===== src/rtl/priority_grant_arbiter.sv =====
// priority_grant_arbiter
//   Three-requester fixed-priority arbiter. req[0] has the highest priority.
//   A grant is held until the holder pulses done, or until the hold counter
//   expires, which forces a release and raises a one-cycle timeout pulse.
//   After every release there is at least one idle cycle before the next grant.
//
//   Optional feature (macro MULTI_MATCH_CHECK_EN):
//     When defined, multi_match pulses in the first grant cycle if two or more
//     requests were present at arbitration. multi_cnt counts those events and
//     saturates at 255. When undefined, both outputs are tied to 0.
//
// Parameters
//   DW       data width per requester
//   TIMEOUT  maximum number of BUSY cycles before a forced release (2..255)
//
// Ports
//   clk          clock; all state updates on the rising edge
//   rst          synchronous active-high reset
//   req[2:0]     request flags
//   din[3*DW-1:0] requester data; requester i uses din[i*DW +: DW]
//   done         release strobe from the holder (ignored in IDLE)
//   gnt[2:0]     one-hot grant
//   gnt_valid    high whenever gnt is nonzero
//   dout[DW-1:0] data captured from the granted requester
//   timeout      one-cycle pulse on a forced release
//   multi_match  one-cycle pulse on a contended arbitration
//   multi_cnt[7:0] saturating count of contended arbitrations
module priority_grant_arbiter #(
  parameter int DW      = 8,
  parameter int TIMEOUT = 16
) (
  input  logic            clk,
  input  logic            rst,
  input  logic [2:0]      req,
  input  logic [3*DW-1:0] din,
  input  logic            done,
  output logic [2:0]      gnt,
  output logic            gnt_valid,
  output logic [DW-1:0]   dout,
  output logic            timeout,
  output logic            multi_match,
  output logic [7:0]      multi_cnt
);

  typedef enum logic {
    IDLE = 1'b0,
    BUSY = 1'b1
  } state_t;

  state_t          state;
  state_t          state_next;

  logic [2:0]      gnt_next;
  logic [DW-1:0]   dout_next;
  logic [7:0]      hold_cnt;
  logic [7:0]      hold_next;
  logic            timeout_next;

  logic [2:0]      pick;
  logic [DW-1:0]   pick_data;
  logic            arb_fire;
  logic            hold_expired;

  // Fixed-priority select: lowest set index wins.
  always_comb begin
    pick      = '0;
    pick_data = '0;
    if (req[0]) begin
      pick      = 3'b001;
      pick_data = din[0*DW +: DW];
    end else if (req[1]) begin
      pick      = 3'b010;
      pick_data = din[1*DW +: DW];
    end else if (req[2]) begin
      pick      = 3'b100;
      pick_data = din[2*DW +: DW];
    end
  end

  assign arb_fire     = (state == IDLE) && (req != 3'b000);
  assign hold_expired = (hold_cnt == 8'(TIMEOUT - 1));

  // State register plus the registered datapath it controls.
  always_ff @(posedge clk) begin
    if (rst) begin
      state    <= IDLE;
      gnt      <= '0;
      dout     <= '0;
      hold_cnt <= '0;
      timeout  <= 1'b0;
    end else begin
      state    <= state_next;
      gnt      <= gnt_next;
      dout     <= dout_next;
      hold_cnt <= hold_next;
      timeout  <= timeout_next;
    end
  end

  // Next-state logic.
  always_comb begin
    state_next = state;
    unique case (state)
      IDLE: if (req != 3'b000) state_next = BUSY;
      BUSY: if (done || hold_expired) state_next = IDLE;
      default: state_next = IDLE;
    endcase
  end

  // Output / datapath next values. done takes precedence over expiry so a
  // coincident release never reports a timeout.
  always_comb begin
    gnt_next     = gnt;
    dout_next    = dout;
    hold_next    = hold_cnt;
    timeout_next = 1'b0;
    unique case (state)
      IDLE: begin
        if (req != 3'b000) begin
          gnt_next  = pick;
          dout_next = pick_data;
          hold_next = '0;
        end
      end
      BUSY: begin
        if (done) begin
          gnt_next = '0;
        end else if (hold_expired) begin
          gnt_next     = '0;
          timeout_next = 1'b1;
        end else begin
          hold_next = hold_cnt + 8'd1;
        end
      end
      default: gnt_next = '0;
    endcase
  end

  assign gnt_valid = (gnt != 3'b000);

`ifdef MULTI_MATCH_CHECK_EN
  logic contended;

  // popcount(req) >= 2 for a 3-bit vector
  assign contended = (req[0] & req[1]) | (req[0] & req[2]) | (req[1] & req[2]);

  always_ff @(posedge clk) begin
    if (rst) begin
      multi_match <= 1'b0;
      multi_cnt   <= '0;
    end else begin
      multi_match <= arb_fire && contended;
      if (arb_fire && contended && (multi_cnt != 8'hFF)) begin
        multi_cnt <= multi_cnt + 8'd1;
      end
    end
  end
`else
  assign multi_match = 1'b0;
  assign multi_cnt   = '0;
`endif

endmodule


===== config.mk =====
export PLATFORM = sky130hd
export DESIGN_NAME = priority_grant_arbiter
export DESIGN_NICKNAME = d
export VERILOG_FILES = /design/src/rtl/priority_grant_arbiter.sv
export SDC_FILE = /design/constraint.sdc
export NUM_CORES = 1
export LEC_CHECK = 0
export BUFFER_PORTS_ARGS = -buffer_cell sky130_fd_sc_hd__buf_2
export CAP_MARGIN = 0
export CORE_ASPECT_RATIO = 1.4
export CORE_MARGIN = 4
export CORE_UTILIZATION = 50
export DETAILED_ROUTE_END_ITERATION = 10
export HOLD_SLACK_MARGIN = 0.08
export PLACE_DENSITY = 0.95
export SYNTH_ARGS = -nofsm -noshare
export SYNTH_HDL_FRONTEND = slang
export SYNTH_SLANG_ARGS = --single-unit

===== constraint.sdc =====
create_clock -name clk -period 2.55 [get_ports clk]
set_input_delay 0.255 -clock clk [delete_from_list [all_inputs] [get_ports clk]]
set_output_delay 0.255 -clock clk [all_outputs]
set_load 0.02 [all_outputs]

### Yosys cells after proc, flatten, opt, wreduce, memory -nomap -nowiden

Index checks and enable logic that the tools add are counted.

* bits in registers: 21
* input bits: 30
* output and inout port bits: 22
* logic and storage cells: 37

* add/sub/neg operators: 1
* equality and inequality tests: 5
* multiplexer cells: 18
* bitwise logic cells: 1
* reduce and logical (&&, ||, !) cells: 7

Operator list (number)
* $mux 8: 6
* $mux 3: 6
* $pmux 8 s2: 1
* $add 8x1->8 const B: 1
* $eq 8x4->1 const B: 1
* $pmux 3 s2: 1
* $reduce_bool 3->1: 2
* $ne 2x2->1 const B: 2
* $reduce_and 2->1: 2
* $mux 1: 3
* $ne 3x2->1 const B: 1
* $reduce_and 3->1: 1
* $reduce_or 3->1: 1
* $ne 2x1->1 const B: 1
* $pmux 1 s2: 1
* $logic_or 1x1->1: 1
* $not 1->1: 1

### Depth between registers and ports, before layout

* depth in word-level cells: 5
* gate-level depth with buffers: 7
* gate-level depth less buffers: 5

### Worst setup path before layout

OpenSTA, ideal clock, no wires.

* kind: reg2reg
* start: register hold_cnt[0]
* end: register hold_cnt[7]
* setup time: 74 ps
* arrival: 1554 ps
* data required time: 2476 ps
* path slack: 922 ps
* cell stages (with the launch flop): 8
* buffers on the path: 2
* clock period less this slack: 1628 ps
* path through: dfxtp_1 ha_1 and3_4 buf_6 a21o_1 buf_6 or3_1 a31oi_1

* longest elaborated chain between the ends: 4
* elaborated cells between the ends (all ways): 7
* classes of those cells: 1 x add/sub; 2 x eq/ne; 3 x mux; 1 x reduce/logical

RTL lines
* start, declared: RTL line 55 `logic [7:0] hold_cnt;`
* start signal, assigned: RTL line 95 `hold_cnt <= hold_next;`
* $add 8x1->8: RTL line 132 `hold_next = hold_cnt + 8'd1;`
* $mux 8: RTL line 128 `end else if (hold_expired) begin`
* $mux 8: RTL line 126 `if (done) begin`
* $pmux 8 s2: RTL line 117 `unique case (state)`

Several ways; a longest one is shown, not always the timed one. The select of a mux whose other input is x is not followed.
A chain may end at the register's enable or synchronous reset.

### Worst setup path in the final report

* start: register state
* end: register hold_cnt[7]

* longest elaborated chain between the ends: 3
* elaborated cells between the ends (all ways): 6
* classes of those cells: 3 x eq/ne; 1 x mux; 1 x bitwise; 1 x reduce/logical

RTL lines
* start, declared: RTL line 50 `state_t state;`
* start signal, assigned: RTL line 92 `state <= state_next;`
* $not 1->1
* $ne 2x1->1 (no source line)
* $reduce_and 3->1 (no source line)

Several ways; a longest one is shown, not always the timed one.

==> metrics.md <==
| Metric | Value |
|---|---|
| Max Fclk | `585.2 MHz` |
| VDD IR-drop max | `roughly 320 uV` |
| Final wirelength | `2817 um` |
| Setup Skew | `roughly 0.014 ns` |
| IO Count | `between 50 and 60` |
| Total power | `~0.00067 W` |
| Synthesized cell area | `0.001167 mm2` |
| Sum Neg Setup Slack | `0 ns` |
| Remaining DRCs | `0` |
| Post-CTS setup buffer count | `0` |
| Crit path kind | `reg2reg` |
| Vias per Instance | `just under 6` |
| Initial drt markers | `48` |
| Vias | `1,194` |
| Gp weighted congestion | `0.8717` |
| Multi-input logic area | `~640 um2` |
| Core Rows | `20` |
| Core area | `between 0.002 and 0.0025 mm2` |
| Slew margin rel. | `61.38%` |
| Post-synth EDFFs | `0` |
| Die Y-Extent | `approximately 65 um` |
| Clk_lat worst skew | `between 0.3 and 0.4 ns` |
| Kind of end point of the critical path | `flop` |
| Initial Utilization | `between 50% and 60%` |
| Buf/Inv on CP | `0` |
| Gate power share | `between 20% and 30%` |
| Vias in the first global route | `between 1,000 and 1,500` |
| Clk pwr share | `between 20% and 30%` |
| Post-synthesis register bit count | `21` |
| Final hold slack | `0.2465 ns` |
| Most frequent cells in the layout | `buf_2 (42), dfxtp_1 (21), nand3_1 (17), nand2_1 (14), a21oi_1 (14)` |
| Clock transition at path regs | `between 0.1 and 0.15 ns` |
| Share of cells above drive strength 1 | `approximately 28%` |
| P_int | `0.0004592 W` |
| Global-route wire length before repair | `about 4900 um` |
| Critical Path, Cell by Cell | `nand2b_1 > a21o_1 > or3_1 > a31oi_1` |
| CTS max path bufs | `2` |
| Sequential Area | `approximately 420 um2` |
| Flop pwr share | `between 50% and 60%` |
| Port bufs | `between 40 and 50` |
| CP max stage cell | `dfxtp_1` |
| Yosys warnings | `0` |
| Total CTS buffers | `3` |
| Delay of the slowest critical-path stage | `about 0.55 ns` |
| Tmin final | `between 1.5 and 2 ns` |
| Routed Antenna Nets | `0` |
| Final net count | `between 200 and 250` |
| Commonest non-fill, non-tap cell in the layout | `buf_2` |
| CP max FO | `11` |
| Initial antenna violation count | `0` |
| Unrepaired setup endpoints after global routing | `no` |
| Distinct cells, synth | `33` |
| Die Wd | `~49 um` |
| # resized after CTS | `0` |
| Final HPWL DP | `roughly 2200 um` |
| Slew @ Worst Pin | `0.5772 ns` |
| GRT Util Overall | `between 10% and 20%` |
| Total gr overflow | `0` |
| Outcome | `complete, no violations` |
| Switching Power | `0.0002112 W` |
| Hold Buf Count CTS | `0` |
| DP Cell Count | `a little under 200` |
| Pins Over Slew Limit | `0` |
| Count of endpoints failing setup in the final report | `0` |
| Crit path arrival time | `1.97 ns` |
| First-pass DRT Iterations | `5` |
| Clk sinks | `21` |
| Post-Layout Cell Count | `200` |
| Required @ worst endpoint | `approximately 2.8 ns` |
| Power Dens Cells | `around 500 mW/mm2` |
| CTS tree | `built` |
| Final Cell Area | `roughly 0.0013 mm2` |
| Async set-reset flop share out of synthesis | `0%` |
| Final hold violation count | `0` |
| Leakage | `~0.59 nW` |
| Final period utilization | `between 60% and 70%` |
| Crit path launch type | `flop` |
| Post-Syn Area per Cell | `8.107 um2` |
| CTS root buf | `clkbuf_4` |
| Antenna fix cells | `0` |
| CTS HTree Levels | `1` |
| FILL cells | `193` |
| Maxcap violations | `0` |
| Die Area | `0.003183 mm2` |
| Routed wire length per instance | `14.09 um` |
| DP Area | `0.001309 mm2` |
| Seq/Total Area, Yosys | `a little over a third` |
| Sw frac | `about a third` |
| Worst Hold Class | `in2reg` |
| Top delay family on crit path | `simple AND/OR/NAND/NOR gates` |
| Ys flop type | `dfxtp_1` |
| Area grow syn2layout | `14.36%` |
| Gate Count Post-Synth | `144` |
| Largest net degree at the start of global routing | `22` |
-- cell families (layout without fill, tap and decap cells) --
family	Yosys count	in the layout	share of synthesized area, %
buffers and inverters	24	50	12.11
AND/OR/NAND/NOR	59	59	27.44
adder cells (fa/ha/maj)	1	1	1.072
flip-flops	21	21	36.01
other	1	9	0.3212
AO/OA/AOI/OAI	37	37	22.19
multiplexers	1	1	0.8575
-- metal layers --
layer	up-vias	GRT usage, %	share of wire, %
li1	569	-	-
met1	532	18.16	37
met2	82	35.29	51
met3	11	3.855	8.8
met4	0	12.46	3.2
met5	-	0	0
-- tightest hold or removal path: stages --
cell	delay, ns
buf_2	0.14
a21oi_1	0.07
nor2_1	0.07
-- layout make-up --
| cell class | count | area share (%) |
|---|---|---|
| clock buffers | 4 | 1.968 |
| inverters | 4 | 1.125 |
| multi-input cells | 107 | 47.61 |
| flip-flops and latches | 21 | 31.49 |
| well taps | 22 | 2.062 |
| repair buffers | 42 | 15.75 |
-- flip-flops by register name, summed over array words and instances, names as in the netlist --
| register | count |
|---|---|
| dout | 8 |
| state | 1 |
| timeout | 1 |
| gnt | 3 |
| hold_cnt | 8 |
-- Yosys cell counts, types with 4 or more instances --
library cell | number | area [um2]
dfxtp_1 | 21 | 420.4
nand3_1 | 17 | 85.08
a21oi_1 | 14 | 70.07
nand2_1 | 14 | 52.55
nand2b_1 | 10 | 62.56
buf_4 | 9 | 67.56
a221o_1 | 7 | 70.07
clkbuf_1 | 7 | 26.28
nor3_1 | 5 | 25.02
inv_1 | 4 | 15.01
nor2_1 | 4 | 15.01
o21ai_0 | 4 | 20.02
-- final timing paths --
path | start | depth (start not counted) | slack, ns | end
worst max register to register | state | 4 | 0.84 | hold_cnt[7]
worst min-delay path | req[2] | 3 | 0.25 | gnt[2]
worst min register to register | dout[3] | 2 | 0.46 | dout[3]
worst max-delay path | state | 4 | 0.84 | hold_cnt[7]
-- metrics by stage --
step | setup WS (ns) | util [%]
after floorplan | 0.9218 | -
after global placement | 0.9856 | 59.43
after detailed placement | 0.9121 | 59.43
after CTS | 0.8816 | 60.62
after global routing | 0.7709 | 60.62
final | 0.8412 | 60.62
-- power by group through the flow --
stage / Clock [W] / Combinational, W / Sequential (W)
2_1_floorplan: 0 / 0.0000972 / 0.000376
3_3_place_gp: 0 / 0.000143 / 0.000362
3_5_place_dp: 0 / 0.000149 / 0.000363
4_1_cts: 0.000165 / 0.000149 / 0.000355
5_1_grt: 0.000186 / 0.000164 / 0.000359
6_report: 0.000166 / 0.000149 / 0.000356
Note: power is estimated with default switching activity, not from simulation.
